--- src/rtl/fetch_sequencer_if.sv ---
// fetch_sequencer_if: bundles the instruction-memory, redirect and decode handshake signals of the fetch stage
//   master : fetch_sequencer side (drives imem_rd/imem_addr, out_* and fetch_count)
//   slave  : environment side (drives imem_rdata, redirect/redirect_pc, out_ready)
interface fetch_sequencer_if;
    logic        imem_rd;
    logic [27:0] imem_addr;
    logic [7:0]  imem_rdata;
    logic        redirect;
    logic [31:0] redirect_pc;
    logic        out_valid;
    logic        out_ready;
    logic [31:0] out_instr;
    logic [31:0] out_pc;
    logic [31:0] out_next_pc;
    logic [31:0] fetch_count;
    modport master (
        output imem_rd, imem_addr, out_valid, out_instr, out_pc, out_next_pc, fetch_count,
        input  imem_rdata, redirect, redirect_pc, out_ready
    );
    modport slave (
        input  imem_rd, imem_addr, out_valid, out_instr, out_pc, out_next_pc, fetch_count,
        output imem_rdata, redirect, redirect_pc, out_ready
    );
endinterface

--- src/rtl/fetch_sequencer.sv ---
// fetch_sequencer: owns the PC, reads four bytes from a byte-wide imem and hands a big-endian 32-bit instruction to decode
//   clk    : rising-edge clock
//   rst_n  : asynchronous active-low reset
//   bus    : fetch_sequencer_if.master (imem read port, redirect, decode valid/ready, fetch_count)
module fetch_sequencer #(
    parameter logic [31:0] RESET_PC = 32'h0000_0000
) (
    input  logic              clk,
    input  logic              rst_n,
    fetch_sequencer_if.master bus
);
    typedef enum logic [1:0] {IDLE, FETCH, VALID} state_t;
    state_t      state_q, state_d;
    logic [31:0] pc_q, pc_d;
    logic [31:0] asm_q, asm_d;
    logic [31:0] count_q, count_d;
    logic [2:0]  cnt_q, cnt_d;
    logic        valid_q, valid_d;
    logic        rd_q, rd_d;
    logic [1:0]  lane;
    always_comb begin
        state_d = state_q;
        pc_d    = pc_q;
        asm_d   = asm_q;
        count_d = count_q;
        cnt_d   = cnt_q;
        // byte returned this cycle belongs to the read issued at cnt-1; lane 0 is the MSB
        lane    = cnt_q[1:0] - 2'd1;
        case (state_q)
            IDLE: begin
                state_d = FETCH;
                cnt_d   = 3'd0;
                asm_d   = 32'd0;
            end
            FETCH: begin
                cnt_d = cnt_q + 3'd1;
                if (cnt_q != 3'd0) asm_d[{~lane, 3'b111} -: 8] = bus.imem_rdata;
                if (cnt_q == 3'd4) state_d = VALID;
            end
            VALID: if (bus.out_ready) begin
                pc_d    = pc_q + 32'd4;
                count_d = count_q + 32'd1;
                state_d = FETCH;
                cnt_d   = 3'd0;
                asm_d   = 32'd0;
            end
            default: state_d = IDLE;
        endcase
        // redirect overrides the sequential PC but leaves a coincident handshake counted
        if (bus.redirect) begin
            pc_d    = bus.redirect_pc & ~32'd3;
            state_d = FETCH;
            cnt_d   = 3'd0;
            asm_d   = 32'd0;
        end
        valid_d = state_d == VALID;
        rd_d    = (state_d == FETCH) && (cnt_d < 3'd4);
    end
    always_ff @(posedge clk or negedge rst_n) begin
        if (!rst_n) begin
            state_q <= IDLE;
            pc_q    <= RESET_PC;
            asm_q   <= 32'd0;
            count_q <= 32'd0;
            cnt_q   <= 3'd0;
            valid_q <= 1'b0;
            rd_q    <= 1'b0;
        end else begin
            state_q <= state_d;
            pc_q    <= pc_d;
            asm_q   <= asm_d;
            count_q <= count_d;
            cnt_q   <= cnt_d;
            valid_q <= valid_d;
            rd_q    <= rd_d;
        end
    end
    assign bus.imem_rd     = rd_q;
    assign bus.imem_addr   = pc_q[27:0] + {25'd0, cnt_q};
    assign bus.out_valid   = valid_q;
    assign bus.out_instr   = asm_q;
    assign bus.out_pc      = pc_q;
    assign bus.out_next_pc = pc_q + 32'd4;
    assign bus.fetch_count = count_q;
endmodule
--- src/flat_wrapper.sv ---
// flat-port wrapper written by rule: the top's interface ports become plain ports
module fetch_sequencer_flat 
#(
    parameter logic [31:0] RESET_PC = 32'h0000_0000
)
  (clk, rst_n, bus_imem_rd, bus_imem_addr, bus_out_valid, bus_out_instr, bus_out_pc, bus_out_next_pc, bus_fetch_count, bus_imem_rdata, bus_redirect, bus_redirect_pc, bus_out_ready);
  fetch_sequencer_if bus_i ();
  input  logic clk;
  input  logic rst_n;
  output wire logic [$bits(bus_i.imem_rd)-1:0] bus_imem_rd;
  output wire logic [$bits(bus_i.imem_addr)-1:0] bus_imem_addr;
  output wire logic [$bits(bus_i.out_valid)-1:0] bus_out_valid;
  output wire logic [$bits(bus_i.out_instr)-1:0] bus_out_instr;
  output wire logic [$bits(bus_i.out_pc)-1:0] bus_out_pc;
  output wire logic [$bits(bus_i.out_next_pc)-1:0] bus_out_next_pc;
  output wire logic [$bits(bus_i.fetch_count)-1:0] bus_fetch_count;
  input wire logic [$bits(bus_i.imem_rdata)-1:0] bus_imem_rdata;
  input wire logic [$bits(bus_i.redirect)-1:0] bus_redirect;
  input wire logic [$bits(bus_i.redirect_pc)-1:0] bus_redirect_pc;
  input wire logic [$bits(bus_i.out_ready)-1:0] bus_out_ready;
  assign bus_imem_rd = bus_i.imem_rd;
  assign bus_imem_addr = bus_i.imem_addr;
  assign bus_out_valid = bus_i.out_valid;
  assign bus_out_instr = bus_i.out_instr;
  assign bus_out_pc = bus_i.out_pc;
  assign bus_out_next_pc = bus_i.out_next_pc;
  assign bus_fetch_count = bus_i.fetch_count;
  assign bus_i.imem_rdata = bus_imem_rdata;
  assign bus_i.redirect = bus_redirect;
  assign bus_i.redirect_pc = bus_redirect_pc;
  assign bus_i.out_ready = bus_out_ready;
  fetch_sequencer #(.RESET_PC(RESET_PC)) u_core (.clk(clk), .rst_n(rst_n), .bus(bus_i));
endmodule
--- config.mk ---
export PLATFORM = sky130hd
export DESIGN_NAME = fetch_sequencer_flat
export DESIGN_NICKNAME = d
export VERILOG_FILES = /design/src/rtl/fetch_sequencer_if.sv /design/src/rtl/fetch_sequencer.sv /design/src/flat_wrapper.sv
export SDC_FILE = /design/constraint.sdc
export NUM_CORES = 1
export LEC_CHECK = 0
export BUFFER_PORTS_ARGS = -buffer_cell sky130_fd_sc_hd__buf_2
export CAP_MARGIN = 10
export CORE_MARGIN = 5
export CORE_UTILIZATION = 46
export DETAILED_ROUTE_END_ITERATION = 10
export PLACE_DENSITY = 0.86
export SKIP_CTS_REPAIR_TIMING = 1
export SLEW_MARGIN = 25
export SYNTH_ARGS = -nofsm -noshare
export SYNTH_HDL_FRONTEND = slang
export SYNTH_SLANG_ARGS = --single-unit
--- constraint.sdc ---
create_clock -name clk -period 1.7 [get_ports clk]
set_input_delay 0.085 -clock clk [delete_from_list [all_inputs] [get_ports clk]]
set_output_delay 0.085 -clock clk [all_outputs]
set_load 0.05 [all_outputs]
# Word level (Yosys, flattened, before mapping)
# Cells that the tools add are included.
# Widths: inputs -> output; s select.
[word_totals]
reg_bits = 103
in_bits = 44
output_inout_bits = 158
elab_cells = 48
[classes]
n_addsub = 6
n_lt_le_gt_ge = 1
n_eq_ne = 7
shift = 2
muxes = 15
bitwise = 1
n_reduce_logical = 9
[ops]
columns = ["cell", "count"]
rows = [
  ["$mux 32", 6],
  ["$pmux 32 s3", 1],
  ["$shift 8x7->39 const A", 1],
  ["$shiftx 8x7->39", 1],
  ["$add 32x1->32 const B", 1],
  ["$add 32x3->32 const B", 1],
  ["$bwmux 32", 1],
  ["$add 28x3->28", 1],
  ["$pmux 3 s3", 1],
  ["$neg 5->7", 1],
  ["$mux 2", 3],
  ["$mux 3", 2],
  ["$pmux 2 s3", 1],
  ["$eq 2x1->1 const B", 2],
  ["$eq 2x2->1 const B", 2],
  ["$reduce_and 2->1", 2],
  ["$reduce_bool 2->1", 2],
  ["$reduce_bool 4->1", 1],
  ["$add 3x1->3 const B", 1],
  ["$eq 3x3->1 const B", 1],
  ["$lt 3x3->1 const B", 1],
  ["$ne 3x2->1 const B", 1],
  ["$ne 3x3->1 const B", 1],
  ["$reduce_and 3->1", 1],
  ["other kinds (5)", 5],
]

# Longest topological paths before layout
# Gate-level depths: netlist (run 1).
[depth]
ltp_word = 8
depth_mapped = 9
ltp_nobuf = 7

# Least setup slack after synthesis (run 1)
# No wires, ideal clock.
[synth_path]
path_kind = "register -> output"
start = "register u_core.pc_q[2] (netlist: u_core.bus.out_pc[2])"
end = "output bus_imem_addr[26]"
arrival_ps = 2693
t_required_ps = 1615
slack_ps = -1078
path_stages_with_launch = 7
n_path_buf = 0
path_cell_list = "dfrtp_1 ha_1 and3_1 nand4_1 nor2_1 nand4_1 xnor2_1"
[synth_via]
elab_chain_len = 1
[synth_rtl]
columns = ["item", "line", "text"]
rows = [
  ["start: declaration", "fetch_sequencer.sv:14", "logic [31:0] pc_q, pc_d;"],
  ["start signal: assignment", "fetch_sequencer.sv:70", "pc_q <= pc_d;"],
  ["$add 28x3->28", "fetch_sequencer.sv:79", "assign bus.imem_addr = pc_q[27:0] + {25'd0, cnt_q};"],
  ["end: declaration", "flat_wrapper.sv:11", "output wire logic [$bits(bus_i.imem_addr)-1:0] bus_imem_addr;"],
]
# Every way passes these cells.

# Worst setup path in the final report (run 1)
[layout_path]
start = "register u_core.pc_q[2] (netlist: u_core.bus.out_pc[2])"
end = "output bus_out_next_pc[27]"
[layout_via]
elab_chain_len = 1
[layout_rtl]
columns = ["item", "line", "text"]
rows = [
  ["$add 32x3->32", "fetch_sequencer.sv:83", "assign bus.out_next_pc = pc_q + 32'd4;"],
  ["end: declaration", "flat_wrapper.sv:15", "output wire logic [$bits(bus_i.out_next_pc)-1:0] bus_out_next_pc;"],
]
# Every way passes these cells.

==> results of run 1 <==
-- worst max-delay path: stages, from the launching register on --
cell and delay [ns]:
dfrtp_4 0.46, buf_4 0.13, nand3_2 0.11, or3_1 0.43, buf_6 0.17, buf_4 0.15, nor2_4 0.14, xor2_4 0.18
buf_6 0.18
-- final cells by class --
class	instances	area (um^2)	share of cell area, %
Tap cell	172	215	2.06
Multi-Input combinational cell	456	4500	43.0
Timing Repair Buffer	350	2680	25.6
Sequential cell	101	2590	24.8
Clock inverter	6	77.6	0.741
Inverter	42	158	1.51
Clock buffer	10	239	2.28
-- metal layers --
metal  vias to the layer above  routed length, um
met5                         -                  0
met4                         0                931
met3                        79               1560
met2                       354              12300
met1                      3105               8720
li1                       2729                  -
-- flip-flops by register name, indices dropped and copies added (netlist names) --
| signal | flops |
|---|---|
| u_core.cnt_q | 3 |
| u_core.bus.out_pc | 30 |
| u_core.bus.fetch_count | 32 |
| u_core.state_q | 2 |
| u_core.bus.out_instr | 32 |
| u_core.bus.imem_rd | 1 |
| u_core.bus.out_valid | 1 |
-- Yosys cell counts (7+ instances only) --
cell and n:
nand4_1 19, xor2_1 46, nand3_1 32, buf_4 7
and4_1 7, clkbuf_8 7, nor3_1 7, mux2i_1 33
and3_1 17, dfrtp_1 101, clkbuf_1 17, buf_2 8
nor2_1 35, xnor2_1 67, inv_1 42, nand2_1 106
o21ai_0 28, ha_1 8
-- metrics by stage --
step | hold WS, ns | util (%)
global placement | 0.0124 | 69.6
global route | 0.00891 | 82.3
detailed placement | 0.0126 | 69.6
floorplan | -0.211 | -
CTS | -0.369 | 72.1
finish | -0.0131 | 82.3
-- power breakdown --
group | internal [mW] | switching [mW]
clock | 1.21 | 1.00
combinational | 1.05 | 1.80
sequential | 2.52 | 0.109
-- final timing paths --
kind,startpoint,depth (start not counted),slack [ns],end
min in group asynchronous,rst_n,2,0.18,u_core.bus.fetch_count[4]
max in group asynchronous,rst_n,3,0.86,u_core.bus.out_pc[16]
worst min register to register,u_core.bus.fetch_count[16],1,0.48,u_core.bus.fetch_count[16]
worst max-delay path,u_core.bus.out_pc[2],8,-0.67,bus_out_next_pc[27]
worst max register to register,u_core.bus.out_pc[2],9,-0.45,u_core.bus.out_pc[15]
worst min-delay path,bus_redirect_pc[30],3,-0.01,u_core.bus.out_pc[30]
-- cells by family (layout without fill, tap and decap cells) --
kind of cell / Yosys count / count (layout) / synth area share (%)
flops: 101 / 101 / 42.1
other cells: 1 / 4 / 0.0624
mux: 35 / 35 / 5.87
fa+ha+maj: 8 / 8 / 1.67
compound gates: 41 / 41 / 3.79
simple gates: 255 / 255 / 22.2
xor+xnor: 113 / 113 / 16.5
buf+inv: 85 / 408 / 7.93
==> flow_summary.ini, run 1 <==
[finish]
nNetsFinal = 1012
layout_common_cells = 141 x buf_2, 114 x buf_4, 91 x nand2_1, 65 x buf_6, 55 x dfrtp_1
instances_no_fill = 1137
fillers = 663
drive_above_1_share_pct = 58.1
area_delta_synth_final_pct = 74.2
stdcell_area_um2 = 10500
layout_commonest_cell = buf_2
antenna_cells = 0

[yosys]
synth_top_area_share_pct = 42.1
avgSynthCellArea_um2 = 9.40
netlist_area_um2 = 6010
yosysWarnings = 0
synthArstFlopShare_pct = 100
yosysSeqAreaShare_pct = 42.1
synthCells = 639
synth_edf_count = 0
synth_flop_cell = dfrtp_1
synth_seq_cells = 101
synth_top_area_cell = dfrtp_1
yosysUniqueCellTypes = 46
netlist_top_cells_area = dfrtp_1 42%, xnor2_1 9.8%, xor2_1 6.7%

[power]
ir_drop_v = 0.000641
total_power_mw = 7.70
p_leak_nw = 4.96
power_density_nw_per_um2 = 736

[global_routing]
grt_pass1_wl_um = 29400
antenna_found_initial = 0
met3_usage_pct = 5.06
use_met2_pct = 40.6
busiest_layer = met2
grt_pass1_vias = 5860
grt_usage_pct = 22.8
grt_max_degree = 58
grt-ovfl-total = 0
use_met1_pct = 27.6

[status]
run_status = finished with violations
violations = hold timing, setup timing

[worst_hold_path]
hold_path_class = input port to flip-flop

[setup_path]
critPathMaxFanout = 4
worstSetupEndpointType = primary output
crit_type = flip-flop to primary output
required_ns = 1.62
arrival_ns = 2.28
start_kind = flip-flop

[die]
core_area_um2 = 12700
rows = 41
dieArea_um2 = 15500
pin_count = 202
die_h_um = 124
start_util_pct = 47.2
fp.dieW_um = 124

[timing]
slew_violations = 0
finalCritPeriodShare_pct = 139
fin_crit_ns = 2.37
setup_viol = 76
hold_ws_ns = -0.0131
clock_skew_ns = 0.0104
rsz0062_at_grt = true
max_freq_mhz = 423
fin_ws_ns = -0.667
fin_tns_setup_ns = -28.87
hold_viol = 2

[clock_network]
clk_latency_ns = 0.35
clockRootBuffer = clkbuf_16
ctsHtreeMaxLevel = 3
clock-sinks = 101
clkTransAtPathRegs_ns = 0.08
cts.path.max_buffers = 2
numCtsBuffers = 9
cts_tree = built

[placed_design]
dp.cells = 1073
pre_cts_ws_ns = -0.313
globalplace.congestion = 0.874
placed_area_um2 = 8860
dpl.hpwl_um = 13800
io_buffers = 195

[flow_run]
maxCapViolations = 0

[detailed_routing]
vias = 6267
firstDrtPassIters = 7
drtAntennaViolNets = 0
dr.first_iter.drc_count = 523
wire_per_inst_um = 20.6
viasPerCell = 5.51
drcViolationCount = 0
drt-total-wl_um = 23500
No activity file was read; power rests on OpenSTA's default activity.
==> inputs of run 2 (changes only) <==
GPL_TIMING_DRIVEN = 0   (was unset)
clock period = 2.1 ns   (was 1.7 ns; I/O delays follow)
==> flow_summary.ini, run 2 (same netlist as run 1, synthesis figures left out) <==
[setup_path]
max_stage_delay_ns = 0.46
critPathMaxFanout = 5
crit_type = flip-flop to primary output
arrival_ns = 2.25
slowest_stage = dfrtp_2
crit_chain = ha_4 > and3_4 > nand4_1 > nor2_4 > nand4_1 > xnor2_4 > buf_6
reg2reg_slack_ns = -0.09
rr_endpoint = u_core.bus.out_pc[14]
required_ns = 2.00
start_kind = flip-flop
r2r_start = u_core.bus.out_pc[2]
reg2reg_depth = 7
critPathTopFamily = simple AND/OR/NAND/NOR gates
crit_top_cell = nand4_1
critPathBufInv = 1
worstSetupEndpointType = primary output

[timing]
worst_pin_slew_ns = 0.642
max_freq_mhz = 424
rsz0062_at_grt = true
finalCritPeriodShare_pct = 112
hold_viol = 2
setup_viol = 38
clock_skew_ns = 0.00804
hold_ws_ns = -0.0151
fin_ws_ns = -0.257
slew_headroom_pct = 57.2
slew_violations = 0
fin_crit_ns = 2.36

[power]
netSwitchingPower_mw = 2.32
ir_drop_v = 0.000393
p_seq_share_pct = 35.9
clock_power_share_pct = 28.3
power_density_nw_per_um2 = 621
swShare_pct = 38.6
p_leak_nw = 4.62
p_comb_share_pct = 35.8
total_power_mw = 6.01
p_int_mw = 3.69

[detailed_routing]
dr.first_iter.drc_count = 544
firstDrtPassIters = 5
drcViolationCount = 0
wire_per_inst_um = 19.5
drt-total-wl_um = 21500
viasPerCell = 5.41
vias = 5983
drtAntennaViolNets = 0

[global_routing]
grt-ovfl-total = 0
grt_pass1_vias = 5467
grt_usage_pct = 21.6
grt_max_degree = 67
antenna_found_initial = 1
grt_pass1_wl_um = 27800

[worst_hold_path]
hold_path_class = input port to flip-flop
hold_depth = 3
hp-start = bus_redirect_pc[28]
hold_end = u_core.bus.out_pc[28]

[clock_network]
numCtsBuffers = 9
cts_tree = built
cts.path.max_buffers = 2
clock-sinks = 101
ctsHtreeMaxLevel = 3
clkTransAtPathRegs_ns = 0.08
clockRootBuffer = clkbuf_16
clk_latency_ns = 0.34

[status]
run_status = finished with violations
violations = hold timing, setup timing

[placed_design]
io_buffers = 195
dpl.hpwl_um = 13200
dp.cells = 1010
globalplace.congestion = 0.858
pre_cts_ws_ns = -0.437

[finish]
ff_latch_area_um2 = 2560
layout_common_cells = 154 x buf_2, 99 x nand2_1, 75 x dfrtp_1, 67 x buf_4, 47 x buf_6
nNetsFinal = 979
layout_commonest_cell = buf_2
utilization_pct = 76.1
instances_no_fill = 1105
fillers = 804
drive_above_1_share_pct = 48.6
area_delta_synth_final_pct = 61.0
multi_input_area_um2 = 4070

[flow_run]
maxCapViolations = 0

[die]
start_util_pct = 47.2
die_h_um = 124
pin_count = 202
core_area_um2 = 12700
dieArea_um2 = 15500
rows = 41
fp.dieW_um = 124
[run 2: changes by cell type in the layout (fill, tap and decap cells not counted), moves of 7 or more]
cell and change:
dfrtp_1 +20, clkbuf_8 +9, buf_4 -47, nand2_1 +8, dfrtp_2 -17, xnor2_4 -7, nand3_1 +7, buf_6 -18
buf_2 +13, o21ai_1 -20, xnor2_1 +10, o21ai_0 +21, clkbuf_1 +9
[run 2: metal layers]
metal,global-route usage [%],vias up,wire [um]
li1,-,2657,-
met1,27.3,2944,8200
met2,37.0,310,11000
met3,5.23,70,1530
met4,5.93,2,721
met5,0,-,13
[run 2: area by class of cell]
type / instances / area share, %
timing repair buffer: 277 / 20.3
buffer: 40 / 4.23
clock buffer: 10 / 2.47
tap: 172 / 2.22
clock inverter: 6 / 0.646
inverter: 42 / 1.63
sequential: 101 / 26.5
multi-input combinational: 456 / 42.0
antenna: 1 / 0.0259
[run 2: worst register-to-register path, cell delays in order, from the launching register on]
cell,delay (ns)
dfrtp_2,0.46
ha_4,0.16
buf_4,0.12
nand3_1,0.14
or3_1,0.52
nor2_1,0.19
xnor2_1,0.12
o21ai_0,0.34
[run 2: worst max path at each step]
| stage | startpoint | end | slack (ns) | cells past startpoint |
|---|---|---|---|---|
| floorplan | u_core.bus.out_pc[13] | bus_out_next_pc[24] | -0.15 | 8 |
| global placement | u_core.cnt_q[2] | bus_imem_addr[26] | -0.39 | 7 |
| detailed placement | u_core.cnt_q[2] | bus_imem_addr[26] | -0.44 | 7 |
| CTS | u_core.cnt_q[2] | bus_imem_addr[26] | -0.82 | 7 |
| global route | u_core.bus.out_pc[15] | bus_out_next_pc[31] | -0.35 | 8 |
| finish | u_core.bus.out_pc[2] | bus_imem_addr[26] | -0.26 | 7 |
[run 2: power groups by stage]
stage | Sequential, mW | Combinational [mW] | Clock [mW]
floorplan | 2.47 | 1.05 | 0
global placement | 2.19 | 1.71 | 0
detailed placement | 2.20 | 1.74 | 0
CTS | 2.16 | 1.75 | 1.72
global route | 2.17 | 2.24 | 1.81
finish | 2.16 | 2.15 | 1.70
[run 2: metrics by stage]
step                      instance area, um^2  TNS (ns)
final                                    9680     -4.62
after global routing                     9680     -8.31
after CTS                                8310    -23.22
after detailed placement                 8010     -8.74
after global placement                   7980    -28.39
after floorplan                          6780     -1.27
==> inputs of run 3 (changes only) <==
SETUP_SLACK_MARGIN = 0.2   (was unset)
clock period = 2.15 ns   (was 2.1 ns; I/O delays follow)
==> flow_summary.ini, run 3 (same netlist as run 1, synthesis figures left out) <==
[clock_network]
clk_latency_ns = 0.34
cts.path.max_buffers = 2
clockRootBuffer = clkbuf_16
cts_tree = built
clock-sinks = 101
ctsHtreeMaxLevel = 3
numCtsBuffers = 9
clkTransAtPathRegs_ns = 0.07

[die]
rows = 41
fp.dieW_um = 124
pin_count = 202
dieArea_um2 = 15500
die_h_um = 124
core_area_um2 = 12700
start_util_pct = 47.2

[placed_design]
dpl.hpwl_um = 13000
dp.cells = 1010
globalplace.congestion = 0.808
placed_area_um2 = 8280
io_buffers = 195
pre_cts_ws_ns = -0.420

[timing]
worst_pin_slew_ns = 0.593
setup_viol = 33
rsz0062_at_grt = true
max_freq_mhz = 398
slew_headroom_pct = 60.5
hold_ws_ns = -0.0237
finalCritPeriodShare_pct = 117
clock_skew_ns = 0.0137
hold_viol = 4
slew_violations = 0
fin_ws_ns = -0.362
fin_tns_setup_ns = -5.43
fin_crit_ns = 2.51

[setup_path]
r2r_start = u_core.bus.out_pc[13]
critPathMaxFanout = 10
crit_type = flip-flop to primary output
arrival_ns = 2.40
required_ns = 2.04
critPathLaunch = u_core.bus.out_pc[14]
worstSetupEndpointType = primary output
start_kind = flip-flop
reg2reg_depth = 9

[power]
p_seq_share_pct = 36.0
swShare_pct = 38.4
power_density_nw_per_um2 = 584
p_leak_nw = 4.76
clock_power_share_pct = 27.1
ir_drop_v = 0.000350
netSwitchingPower_mw = 2.26
p_comb_share_pct = 36.9
total_power_mw = 5.88
p_int_mw = 3.62

[global_routing]
grt_pass1_vias = 5529
grt_pass1_wl_um = 27800
antenna_found_initial = 1
grt-ovfl-total = 0
grt_usage_pct = 21.7
grt_max_degree = 60

[detailed_routing]
drcViolationCount = 0
vias = 6005
drt-total-wl_um = 22000
dr.first_iter.drc_count = 596
drtAntennaViolNets = 0
firstDrtPassIters = 5
wire_per_inst_um = 19.8
viasPerCell = 5.42

[finish]
stdcell_area_um2 = 10100
utilization_pct = 79.1
nNetsFinal = 982
area_delta_synth_final_pct = 67.5
fillers = 777
layout_commonest_cell = buf_2
layout_common_cells = 149 x buf_2, 97 x nand2_1, 70 x dfrtp_1, 64 x buf_4, 60 x buf_6
drive_above_1_share_pct = 51.4
instances_no_fill = 1107

[worst_hold_path]
hold_path_class = input port to flip-flop
hp-start = bus_redirect_pc[2]
hold_depth = 3

[status]
violations = hold timing, setup timing
run_status = finished with violations

[flow_run]
maxCapViolations = 0
==> run 3: cell types whose count changed in the layout (fill, tap and decap cells not counted), sizes merged <==
cell / delta
clkbuf: +1
inv: -1
dlygate4sd3: -7
buf: +9
==> run 3: final cells by class <==
cell class | count | area, um^2 | share of cell area (%)
sequential | 101 | 2570 | 25.5
clock inverter | 5 | 42.5 | 0.423
buffer | 43 | 433 | 4.30
antenna | 1 | 2.50 | 0.0249
timing repair buffer | 277 | 2030 | 20.2
inverter | 42 | 158 | 1.57
clock buffer | 10 | 239 | 2.37
tap | 172 | 215 | 2.14
multi-input combinational | 456 | 4370 | 43.5
==> run 3: metal layers <==
metal / track usage, % / up-vias / routed length [um] / part of all wire (%)
met1: 27.1 / 2955 / 8450 / 38
met3: 5.27 / 68 / 1640 / 7.5
met2: 37.2 / 318 / 11100 / 51
met4: 6.83 / 0 / 734 / 3.3
met5: 0 / - / 0 / 0
li1: - / 2664 / - / -
==> run 3: worst max-delay path: stages, from the launching register on <==
cell     delay [ns]
dfrtp_2        0.40
buf_6          0.20
nand3_2        0.22
nor2_2         0.44
nand4_1        0.34
xnor2_4        0.28
buf_6          0.19
==> run 3: power by group through the flow <==
| stage | clock (mW) | sequential, mW | combinational [mW] |
|---|---|---|---|
| final | 1.59 | 2.12 | 2.17 |
| after floorplan | 0 | 2.41 | 1.07 |
| after detailed placement | 0 | 2.15 | 1.74 |
| after CTS | 1.61 | 2.12 | 1.74 |
| after global placement | 0 | 2.15 | 1.72 |
| after global routing | 1.69 | 2.13 | 2.26 |
==> run 3: path summary, 6_finish.rpt <==
| path | end | slack (ns) |
|---|---|---|
| max | bus_imem_addr[26] | -0.36 |
| min | u_core.bus.out_pc[2] | -0.02 |
| max reg2reg | u_core.bus.out_pc[20] | 0.13 |
| min reg2reg | u_core.bus.fetch_count[31] | 0.48 |
| max in group asynchronous | u_core.cnt_q[0] | 1.23 |
| min in group asynchronous | u_core.bus.fetch_count[27] | 0.26 |
